===== src/rtl/inst_rom_arbiter_pkg.sv =====
`default_nettype none
// ============================================================================
//  Module      : inst_rom_arbiter_pkg
//  Description : Shared constants for the instruction ROM and its arbiter:
//                bus widths, zero word, chip-enable encodings and the
//                port identifiers used for last-grant visibility.
//  Revision    : 1.0 - initial release
// ============================================================================
package inst_rom_arbiter_pkg;

    localparam int          InstAddrBus = 32;
    localparam int          InstBus     = 32;

    localparam logic [31:0] ZeroWord    = 32'h0000_0000;

    localparam logic        ChipEnable  = 1'b1;
    localparam logic        ChipDisable = 1'b0;

    localparam logic        PortIf      = 1'b0;
    localparam logic        PortDbg     = 1'b1;

endpackage : inst_rom_arbiter_pkg
`default_nettype wire


===== src/rtl/inst_rom_arbiter.sv =====
`default_nettype none
// ============================================================================
//  Module      : inst_rom_arbiter
//  Description : Shares the single-ported combinational instruction ROM
//                between the fetch port (IF) and the debug/loader port (DBG).
//                IF has priority; a saturating starve counter forces a DBG
//                grant after STARVE_MAX consecutive lost cycles. Read data is
//                captured per port and returned one cycle later with rvalid.
//  Revision    : 1.0 - initial release
// ============================================================================
module inst_rom_arbiter #(
    parameter int ADDR_W     = 32,
    parameter int DATA_W     = 32,
    parameter int STARVE_MAX = 4,
    parameter int CNT_W      = 3
) (
    input  logic              clk,
    input  logic              rst,

    input  logic              if_req,
    input  logic [ADDR_W-1:0] if_addr,
    input  logic              if_flush,
    output logic              if_gnt,
    output logic              if_rvalid,
    output logic [DATA_W-1:0] if_rdata,

    input  logic              dbg_req,
    input  logic [ADDR_W-1:0] dbg_addr,
    output logic              dbg_gnt,
    output logic              dbg_rvalid,
    output logic [DATA_W-1:0] dbg_rdata,

    output logic              rom_ce,
    output logic [ADDR_W-1:0] rom_addr,
    input  logic [DATA_W-1:0] rom_data
);

    import inst_rom_arbiter_pkg::*;

    localparam logic [CNT_W-1:0] STARVE_LIM = CNT_W'(STARVE_MAX);

    logic [CNT_W-1:0]  starve_cnt_q, starve_cnt_d;
    logic              if_rvalid_q,  if_rvalid_d;
    logic              dbg_rvalid_q, dbg_rvalid_d;
    logic [DATA_W-1:0] if_rdata_q,   if_rdata_d;
    logic [DATA_W-1:0] dbg_rdata_q,  dbg_rdata_d;

    // Grant decision: IF wins ties unless DBG has waited STARVE_MAX cycles.
    // Reset low suppresses all grants so the ROM stays disabled.
    always_comb begin
        if_gnt  = 1'b0;
        dbg_gnt = 1'b0;
        if (rst) begin
            if (if_req && dbg_req) begin
                if (starve_cnt_q == STARVE_LIM) begin
                    dbg_gnt = 1'b1;
                end else begin
                    if_gnt  = 1'b1;
                end
            end else if (if_req) begin
                if_gnt  = 1'b1;
            end else if (dbg_req) begin
                dbg_gnt = 1'b1;
            end
        end
    end

    // ROM drive: enable and address follow whichever port holds the grant.
    always_comb begin
        rom_ce   = ChipDisable;
        rom_addr = ADDR_W'(ZeroWord);
        if (if_gnt) begin
            rom_ce   = ChipEnable;
            rom_addr = if_addr;
        end else if (dbg_gnt) begin
            rom_ce   = ChipEnable;
            rom_addr = dbg_addr;
        end
    end

    // Next-state for the starve counter and the per-port response registers.
    always_comb begin
        starve_cnt_d = '0;
        if (dbg_req && !dbg_gnt) begin
            starve_cnt_d = (starve_cnt_q == STARVE_LIM) ? starve_cnt_q
                                                        : starve_cnt_q + CNT_W'(1);
        end

        // A flush in the grant cycle kills the pulse but data still lands.
        if_rvalid_d  = if_gnt & ~if_flush;
        dbg_rvalid_d = dbg_gnt;
        if_rdata_d   = if_gnt  ? rom_data : if_rdata_q;
        dbg_rdata_d  = dbg_gnt ? rom_data : dbg_rdata_q;
    end

    // State registers; reset drops any in-flight response.
    always_ff @(posedge clk or negedge rst) begin
        if (!rst) begin
            starve_cnt_q <= '0;
            if_rvalid_q  <= 1'b0;
            dbg_rvalid_q <= 1'b0;
            if_rdata_q   <= DATA_W'(ZeroWord);
            dbg_rdata_q  <= DATA_W'(ZeroWord);
        end else begin
            starve_cnt_q <= starve_cnt_d;
            if_rvalid_q  <= if_rvalid_d;
            dbg_rvalid_q <= dbg_rvalid_d;
            if_rdata_q   <= if_rdata_d;
            dbg_rdata_q  <= dbg_rdata_d;
        end
    end

    // A flush in the response cycle masks the IF pulse immediately.
    assign if_rvalid  = if_rvalid_q & ~if_flush;
    assign dbg_rvalid = dbg_rvalid_q;
    assign if_rdata   = if_rdata_q;
    assign dbg_rdata  = dbg_rdata_q;

endmodule : inst_rom_arbiter
`default_nettype wire


===== config.mk =====
export PLATFORM = sky130hd
export DESIGN_NAME = inst_rom_arbiter
export DESIGN_NICKNAME = d
export VERILOG_FILES = /design/src/rtl/inst_rom_arbiter_pkg.sv /design/src/rtl/inst_rom_arbiter.sv
export SDC_FILE = /design/constraint.sdc
export NUM_CORES = 1
export LEC_CHECK = 0
export ABC_AREA = 1
export BUFFER_PORTS_ARGS = -buffer_cell sky130_fd_sc_hd__buf_2
export CAP_MARGIN = 20
export CORE_ASPECT_RATIO = 1.4
export CORE_MARGIN = 2
export CORE_UTILIZATION = 38
export DETAILED_ROUTE_END_ITERATION = 12
export GPL_TIMING_DRIVEN = 0
export HOLD_SLACK_MARGIN = 0.1
export MAX_ROUTING_LAYER = met4
export PLACE_DENSITY = 0.76
export SETUP_SLACK_MARGIN = 0.3
export SYNTH_ARGS = -nofsm -noshare
export SYNTH_HDL_FRONTEND = slang
export SYNTH_SLANG_ARGS = --single-unit

===== constraint.sdc =====
create_clock -name clk -period 1.4 [get_ports clk]
set_clock_uncertainty 0.05 [all_clocks]
set_input_delay 0.28 -clock clk [delete_from_list [all_inputs] [get_ports clk]]
set_output_delay 0.28 -clock clk [all_outputs]
set_load 0.1 [all_outputs]

==> metrics.md, run 1 <==
| Metric | Value |
|---|---|
| Status | did not finish |
| Worst EP kind | primary output |
| Post-synth top area cell | dfrtp_1 |
| I/O Pins | 202 |
| Synth top area cells | dfrtp_1 54%, nand2_1 20%, o21ai_1 6.5% |
| DP Wirelength | 7700 µm |
| Error | [ERROR DPL-0033] detailed placement checks failed during check placement. |
| Top-area cell type share of the netlist area | 0.5442 |
| CTS root buf | clkbuf_16 |
| Synthesized area | 3173 µm² |
| Max clock buf depth | 2 |
| Site row count | 39 |
| Initial antenna violation count | 0 |
| Synth Area per Inst | 8.484 µm² |
| Largest net degree at the start of global routing | 37 |
| Post-synth top flop | dfrtp_1 |
| H-Tree Depth | 3 |
| DIE WIDTH | 81.23 µm |
| PortBufs | 201 |
| Most frequent cells after synthesis | 169 x nand2_1, 69 x dfrtp_1, 41 x o21ai_1 |
| Distinct cells, synth | 20 |
| Number of synthesized flops with an enable pin | 0 |
| Post-synthesis sequential area ratio | 0.5442 |
| Starting density of the core | 0.3894 |
| Async set or reset register ratio after synthesis | 1.000 |
| Mapped Cells | 374 |
| Die Height | 112.1 µm |
| Clk sink count | 69 |
| Register bit count reported by yosys | 69 |
| Post-Syn Nets | 477 |
| Critical endpoint after global-route timing repair | rom_addr[1] |
| Count leader, synth | nand2_1 |
| YS warnings | 0 |
| Total CTS buffers | 9 |
| Setup slack at placement | -1.368 ns |
| Stopped at | global routing (5_1_grt) |
| RD Place Congestion | 0.8056 |
through the flow:
step	TNS, ns	instances	utilization	area (µm²)
2_1_floorplan	-10.24	374	-	3940
4_1_cts	-38.57	714	0.8214	6694
3_5_place_dp	-86.57	677	0.6229	5076
3_3_place_gp	-167.94	677	0.6226	5074
kinds of logic after synthesis:
| family | synth area share |
|---|---|
| adder cells (fa/ha/maj) | 0.007885 |
| flip-flops | 0.5442 |
| AND/OR/NAND/NOR | 0.2149 |
| XOR/XNOR | 0.002761 |
| buffers and inverters | 0.1017 |
| AO/OA/AOI/OAI | 0.1285 |
what timing repair did:
action | in CTS
endpoints found under the hold margin | 70
pin swaps | 5
setup buffers | 12
hold buffers | 3
setup endpoints to repair | 170
resized for setup | 270
cloned | 7
==> run 2, diff against run 1 <==
- CORE_ASPECT_RATIO: 1.4 -> default
- CORE_UTILIZATION: 38 -> 30
- HOLD_SLACK_MARGIN: 0.1 -> default
- MAX_ROUTING_LAYER: met4 -> default
- PLACE_DENSITY: 0.76 -> default
- PLACE_DENSITY_LB_ADDON: default -> 0.15
- SETUP_SLACK_MARGIN: 0.3 -> default
- clock period: 1.4 -> 1.8 ns (I/O delays scaled with it)
==> metrics.md, run 2 <==
| Metric | Value |
|---|---|
| Synth top area cells | dfrtp_1 54%, nand2_1 20%, o21ai_1 6.5% (unchanged) |
| Max Freq | 453.0 MHz |
| Number of global-route vias before repair | 3477 |
| Multi-input logic area | 1863 µm² |
| Starting density of the core | 0.3087 (was 0.3894) |
| Routed wl met2 | 5549 µm |
| Distinct cells, synth | 20 (unchanged) |
| R2R setup slack | 0.14 ns |
| Status | complete, but fails checks (was did not finish) |
| Nets@finish | 704 |
| Vias | 3311 |
| I/O Pins | 202 (unchanged) |
| PortBufs | 201 (unchanged) |
| Clk sink count | 69 (unchanged) |
| Final instance area | 6077 µm² |
| Synthesized area | 3173 µm² (unchanged) |
| Count leader, synth | nand2_1 (unchanged) |
| DR iter-0 viols | 111 |
| Largest net degree at the start of global routing | 73 |
| Top-area cell type share of the netlist area | 0.5442 (unchanged) |
| Global route overflow | 0 |
| Synth Area per Inst | 8.484 µm² (unchanged) |
| Critical Path End | rom_addr[1] |
| Worst Max-Slew Pin Slew | 0.5164 ns |
| FF-to-FF path depth | 11 |
| Drc violations | 0 |
| Cell Area, Placed | 4835 µm² (was 5076 µm²) |
| 1st-pass router iterations | 5 |
| Sw Pwr | 0.003527 W |
| Overall Power | 0.007012 W |
| DIE WIDTH | 106.8 µm (was 81.23 µm) |
| CTS clk-pin slew, worst paths | 0.09 ns |
| Layout cell share with drive strength beyond 1 | 0.6172 |
| Mapped Cells | 374 (unchanged) |
| Via/cell ratio | 4.462 |
| Post-synthesis sequential area ratio | 0.5442 (unchanged) |
| Placed insts | 711 (was 677) |
| Worst flop-to-flop path startpoint | starve_cnt_q[0]$_DFFE_PN0P_ |
| Worst Path Max Fanout | 6 |
| Pwr/cell area | 1154 nW/µm² |
| Min-delay worst type | in2async |
| Commonest non-fill, non-tap cells in the layout | 167 x buf_2, 79 x nand2_1, 69 x dfrtp_1 |
| LEAKAGE | 3.142 nW |
| Most common cell after layout, fill and taps aside | buf_2 |
| RD Place Congestion | 0.7633 (was 0.8056) |
| Antenna-violating nets left | 0 |
| Total CTS buffers | 9 (unchanged) |
| CP Class | reg2out |
| CP startpoint | starve_cnt_q[0]$_DFFE_PN0P_ |
| Worst EP required | 1.39 ns |
| FF-to-FF End | dbg_rdata[20]$_DFFE_PN0P_ |
| Async set or reset register ratio after synthesis | 1.000 (unchanged) |
| First-pass GRT wire length | 16690 µm |
| Site row count | 37 (was 39) |
| WL met3 | 701 µm |
| Max Cap Violations | 0 |
| Initial antenna violation count | 0 |
| Logic pwr share | 0.508 |
| Final worst slack | -0.4077 ns |
| Post-synth top flop | dfrtp_1 (unchanged) |
| Period minus WS final | 2.208 ns |
| CTS tree | yes |
| WL/cell | 14.48 µm |
| Seq pwr share | 0.274 |
| Int Pwr | 0.003485 W |
| Post-Syn Nets | 477 (unchanged) |
| # fillers | 896 |
| Die Height | 106.8 µm (was 112.1 µm) |
| CP endpoint kind | output port |
| Sw Ratio | 0.5030 |
| # diodes | 0 |
| Register bit count reported by yosys | 69 (unchanged) |
| Worst hold margin | -0.1492 ns |
| Worst VDD drop | 0.0006220 V |
| Final setup fails | 34 |
| Core area | 10280 µm² |
| Period utilization | 1.226 |
| Gr usage total | 0.1855 |
| Wl on met1 | 4150 µm |
| FF+latch area | 1727 µm² |
| CP startpoint kind | flop |
| Clock share of power | 0.218 |
| Number of synthesized flops with an enable pin | 0 (unchanged) |
| Final Hold Fails | 69 |
| Pins Over Slew Limit | 0 |
| RSZ-0062 raised after global routing | true |
| Die area | 11420 µm² |
| Final TNS setup | -11.60 ns |
| DP Wirelength | 7340 µm (was 7700 µm) |
| Max clock buf depth | 2 (unchanged) |
| Area grow syn2layout | 91.52% |
| CP Data Arrival Time | 1.80 ns |
| Most frequent cells after synthesis | 169 x nand2_1, 69 x dfrtp_1, 41 x o21ai_1 (unchanged) |
| CTS root buf | clkbuf_8 (was clkbuf_16) |
| Clock Latency Late Sink | 0.33 ns |
| Final non-filler cell total | 742 |
| Violated checks | negative hold slack, negative setup slack |
| H-Tree Depth | 3 (unchanged) |
| Max_slew headroom | 0.6581 |
| YS warnings | 0 (unchanged) |
| Top sig layer | met4 |
| Post-synth top area cell | dfrtp_1 (unchanged) |
| Drt total wl | 10750 µm |
run 2: what timing repair did:
item	CTS	global route
resized for setup	233	9
setup endpoints to repair	35	39
gates cloned	1	0
pin swaps	6	13
buffers inserted	11	4
hold endpoints to repair	69	69
run 2: kinds of logic (layout without fill, tap and decap cells):
group                    after synthesis  count (layout)  synth area share
XOR/XNOR                               1               1          0.002761
buffers and inverters                 59             291            0.1017
flip-flops                            69              69            0.5442
AO/OA/AOI/OAI                         65              65            0.1285
adder cells (fa/ha/maj)                2               2          0.007885
AND/OR/NAND/NOR                      178             178            0.2149
run 2: how the worst min path moves through the flow:
stage	from	end	slack, ns	cells after the start
6_report	rst	dbg_rdata[26]$_DFFE_PN0P_	-0.15	1
2_1_floorplan	rst	dbg_rdata[0]$_DFFE_PN0P_	0.01	0
5_1_grt	rst	dbg_rdata[26]$_DFFE_PN0P_	-0.15	1
3_3_place_gp	if_rdata[19]$_DFFE_PN0P_	if_rdata[19]$_DFFE_PN0P_	0.41	2
3_5_place_dp	if_rdata[24]$_DFFE_PN0P_	if_rdata[24]$_DFFE_PN0P_	0.41	2
4_1_cts	rst	if_rdata[25]$_DFFE_PN0P_	-0.15	1
run 2: cell type report:
type                            instances  area share
Tap cell                              136     0.02800
Timing Repair Buffer                  217      0.2782
Buffer                                 19     0.03706
Sequential cell                        69      0.2841
Clock buffer                            9     0.02038
Inverter                               39     0.02574
Clock inverter                          7     0.01997
Multi-Input combinational cell        246      0.3066
run 2: through the flow:
step	worst slack, ns	utilization
6_report	-0.4077	0.5913
5_1_grt	-0.4864	0.5913
4_1_cts	-0.4149	0.5851
3_5_place_dp	-1.113	0.4704
3_3_place_gp	-1.642	0.4702
2_1_floorplan	-0.1733	-
run 2: worst max-delay path, stage by stage (launching register included):
cell	delay, ns
dfrtp_1	0.40
inv_2	0.08
ha_4	0.15
nand2_4	0.06
nand2_4	0.07
nand2_4	0.06
inv_8	0.08
buf_12	0.11
buf_16	0.15
nand2_8	0.07
nand2_8	0.06
buf_12	0.16
run 2: power by group through the flow:
stage               sequential, W  combinational [W]  clock (W)
floorplan                 0.00369           0.000912          0
global placement          0.00194            0.00321          0
detailed placement        0.00195            0.00323          0
CTS                       0.00192            0.00355    0.00159
global route              0.00195            0.00370    0.00165
finish                    0.00192            0.00356    0.00153
run 2: metal layers:
metal,up-vias,global-route usage
met5,-,0
met4,0,0.07236
met3,30,0.05228
met2,128,0.3130
met1,1538,0.2242
li1,1615,-
(Power assumes the default switching activity.)
==> run 3, diff against run 2 <==
- ABC_AREA: 1 -> 0
==> metrics.md, run 3 <==
| Metric | Value |
|---|---|
| Gr usage total | 0.1683 (was 0.1855) |
| Pins Over Slew Limit | 0 (unchanged) |
| LEAKAGE | 2.707 nW (was 3.142 nW) |
| RSZ-0062 raised after global routing | true (unchanged) |
| Critical Path End | rom_addr[8] (was rom_addr[1]) |
| # fillers | 849 (was 896) |
| Synth top area cells | dfrtp_1 57%, mux2_2 19%, a22o_1 9.3% (was dfrtp_1 54%, nand2_1 20%, o21ai_1 6.5%) |
| CP startpoint | starve_cnt_q[1]$_DFFE_PN0P_ (was starve_cnt_q[0]$_DFFE_PN0P_) |
| Via/cell ratio | 4.580 (was 4.462) |
| Antenna-violating nets left | 0 (unchanged) |
| Period minus WS final | 2.256 ns (was 2.208 ns) |
| Register bit count reported by yosys | 69 (unchanged) |
| Worst Max-Slew Pin Slew | 0.9310 ns (was 0.5164 ns) |
| CTS root buf | clkbuf_8 (unchanged) |
| Worst flop-to-flop path startpoint | starve_cnt_q[1]$_DFFE_PN0P_ (was starve_cnt_q[0]$_DFFE_PN0P_) |
| Max clock buf depth | 2 (unchanged) |
| Total CTS buffers | 9 (unchanged) |
| Most common cell after layout, fill and taps aside | buf_2 (unchanged) |
| Drt total wl | 9019 µm (was 10750 µm) |
| Post-Syn Nets | 306 (was 477) |
| Post-synth top flop | dfrtp_1 (unchanged) |
| Layout cell share with drive strength beyond 1 | 0.7922 (was 0.6172) |
| Die area | 10860 µm² (was 11420 µm²) |
| Top-area cell type share of the netlist area | 0.5733 (was 0.5442) |
| Worst EP required | 1.39 ns (about the same) |
| Distinct cells, synth | 21 (was 20) |
| Number of synthesized flops with an enable pin | 0 (unchanged) |
| FF-to-FF End | dbg_rdata[27]$_DFFE_PN0P_ (was dbg_rdata[20]$_DFFE_PN0P_) |
| Number of global-route vias before repair | 2801 (was 3477) |
| Period utilization | 1.253 (was 1.226) |
| Cell Area, Placed | 4598 µm² (was 4835 µm²) |
| R2R setup slack | 0.06 ns (was 0.14 ns) |
| CTS clk-pin slew, worst paths | 0.08 ns (was 0.09 ns) |
| Commonest non-fill, non-tap cells in the layout | 165 x buf_2, 69 x dfrtp_1, 52 x mux2_2 (was 167 x buf_2, 79 x nand2_1, 69 x dfrtp_1) |
| Synthesized area | 3012 µm² (was 3173 µm²) |
| H-Tree Depth | 3 (unchanged) |
| FF-to-FF path depth | 8 (was 11) |
| Most frequent cells after synthesis | 69 x dfrtp_1, 52 x mux2_2, 32 x a22o_1 (was 169 x nand2_1, 69 x dfrtp_1, 41 x o21ai_1) |
| DIE WIDTH | 104.2 µm (was 106.8 µm) |
| RD Place Congestion | 0.7076 (was 0.7633) |
| Max_slew headroom | 0.3773 (was 0.6581) |
| Status | complete, but fails checks (unchanged) |
| PortBufs | 201 (unchanged) |
| CTS tree | yes (unchanged) |
| Core area | 9774 µm² (was 10280 µm²) |
| Violated checks | negative setup slack (was negative hold slack, negative setup slack) |
| CP endpoint kind | output port (unchanged) |
| Min-delay worst type | in2async (unchanged) |
| Global route overflow | 0 (unchanged) |
| Final Hold Fails | 0 (was 69) |
| Site row count | 36 (was 37) |
| WL/cell | 15.77 µm (was 14.48 µm) |
| Count leader, synth | dfrtp_1 (was nand2_1) |
| CP Class | reg2out (unchanged) |
| Starting density of the core | 0.3081 (was 0.3087) |
| Vias | 2620 (was 3311) |
| Async set or reset register ratio after synthesis | 1.000 (unchanged) |
| Area grow syn2layout | 83.34% (was 91.52%) |
| Post-synth top area cell | dfrtp_1 (unchanged) |
| Drc violations | 0 (unchanged) |
| Pwr/cell area | 1211 nW/µm² (was 1154 nW/µm²) |
| Mapped Cells | 203 (was 374) |
| Synth Area per Inst | 14.84 µm² (was 8.484 µm²) |
| Largest net degree at the start of global routing | 50 (was 73) |
| Final setup fails | 34 (unchanged) |
| Worst VDD drop | 0.0007316 V (was 0.0006220 V) |
| Final instance area | 5522 µm² (was 6077 µm²) |
| Initial antenna violation count | 1 (was 0) |
| Nets@finish | 536 (was 704) |
| YS warnings | 0 (unchanged) |
| DR iter-0 viols | 53 (was 111) |
| 1st-pass router iterations | 4 (was 5) |
| Clk sink count | 69 (unchanged) |
| First-pass GRT wire length | 14280 µm (was 16690 µm) |
| CP Data Arrival Time | 1.85 ns (was 1.80 ns) |
| Worst Path Max Fanout | 10 (was 6) |
| Max Cap Violations | 0 (unchanged) |
| Die Height | 104.2 µm (was 106.8 µm) |
| Final worst slack | -0.4563 ns (was -0.4077 ns) |
| I/O Pins | 202 (unchanged) |
| CP startpoint kind | flop (unchanged) |
| Post-synthesis sequential area ratio | 0.5733 (was 0.5442) |
| Max Freq | 443.2 MHz (was 453.0 MHz) |
| Final core utilization | 0.5649 (was 0.5913) |
| Clock Latency Late Sink | 0.35 ns (was 0.33 ns) |
| DP Wirelength | 6449 µm (was 7340 µm) |
==> run 3: kinds of logic (layout without fill, tap and decap cells) <==
family | Yosys count | in the layout | share of synthesized area
adder cells (fa/ha/maj) | 2 | 2 | 0.008308
AND/OR/NAND/NOR | 12 | 12 | 0.01869
buffers and inverters | 17 | 252 | 0.04113
flip-flops | 69 | 69 | 0.5733
multiplexers | 64 | 64 | 0.2468
other | 0 | 1 | 0
AO/OA/AOI/OAI | 39 | 39 | 0.1118
==> run 3: routing by layer <==
layer | share of wire | vias to the layer above | GRT usage | wire length, µm
li1 | - | 1225 | - | -
met5 | 0 | - | 0 | 0
met4 | 0.013 | 0 | 0.06081 | 120
met3 | 0.084 | 8 | 0.05827 | 758
met2 | 0.51 | 128 | 0.2923 | 4622
met1 | 0.39 | 1259 | 0.1917 | 3518
==> run 3: worst min path at each step <==
| stage | startpoint | endpoint | slack [ns] | cells after the start |
|---|---|---|---|---|
| CTS | rst | dbg_rdata[4]$_DFFE_PN0P_ | 0.004 | 2 |
| detailed placement | rst | if_rdata[9]$_DFFE_PN0P_ | 0.24 | 1 |
| finish | rst | dbg_rdata[12]$_DFFE_PN0P_ | 0.004 | 2 |
| global route | rst | if_rdata[12]$_DFFE_PN0P_ | 0.002 | 2 |
| floorplan | rst | dbg_rdata[0]$_DFFE_PN0P_ | 0.01 | 0 |
| global placement | dbg_rdata[29]$_DFFE_PN0P_ | dbg_rdata[29]$_DFFE_PN0P_ | 0.41 | 1 |
==> run 3: cell type report <==
class / instances / area, µm² / area share
Tap cell: 133 / 166.4 / 0.03014
Clock inverter: 6 / 61.31 / 0.01110
Clock buffer: 10 / 137.6 / 0.02493
Buffer: 14 / 230.2 / 0.04169
Antenna cell: 1 / 2.502 / 0.0004532
Multi-Input combinational cell: 117 / 1486 / 0.2692
Inverter: 3 / 11.26 / 0.002039
Sequential cell: 69 / 1727 / 0.3127
Timing Repair Buffer: 219 / 1699 / 0.3077
==> run 3: metrics by stage <==
| stage | total power [W] | setup WS [ns] | TNS (ns) | std cells | hold slack, ns |
|---|---|---|---|---|---|
| global route | 0.006955 | -0.5249 | -17.32 | 572 | 0.001769 |
| global placement | 0.005194 | -1.824 | -150.37 | 537 | 0.4145 |
| finish | 0.006688 | -0.4563 | -14.96 | 572 | 0.003911 |
| CTS | 0.006742 | -0.4840 | -15.97 | 568 | 0.003822 |
| detailed placement | 0.005224 | -0.6668 | -22.91 | 538 | 0.2370 |
| floorplan | 0.004639 | -0.1364 | -2.218 | 203 | 0.01441 |
==> run 3: power by group <==
part	leakage (nW)	switching [W]	internal, W	total, W
combinational	1.78	0.00268	0.000809	0.00349
sequential	0.821	0.000120	0.00181	0.00193
clock	0.102	0.000601	0.000675	0.00128
total	2.71	0.00340	0.00329	0.00669
==> run 3: what timing repair did <==
action,4_1_cts,5_1_grt
hold buffers,1,0
pin swaps,6,4
buffers inserted,13,2
endpoints found under the setup margin,37,58
resized for setup,144,7
gates cloned,0,1
endpoints found under the hold margin,20,0
==> run 3: worst max-delay path, cell delays in order, from the launching register on <==
cell	delay (ns)
dfrtp_1	0.40
inv_2	0.08
ha_4	0.17
a31oi_4	0.10
buf_12	0.17
buf_12	0.14
a22o_4	0.26
buf_12	0.16
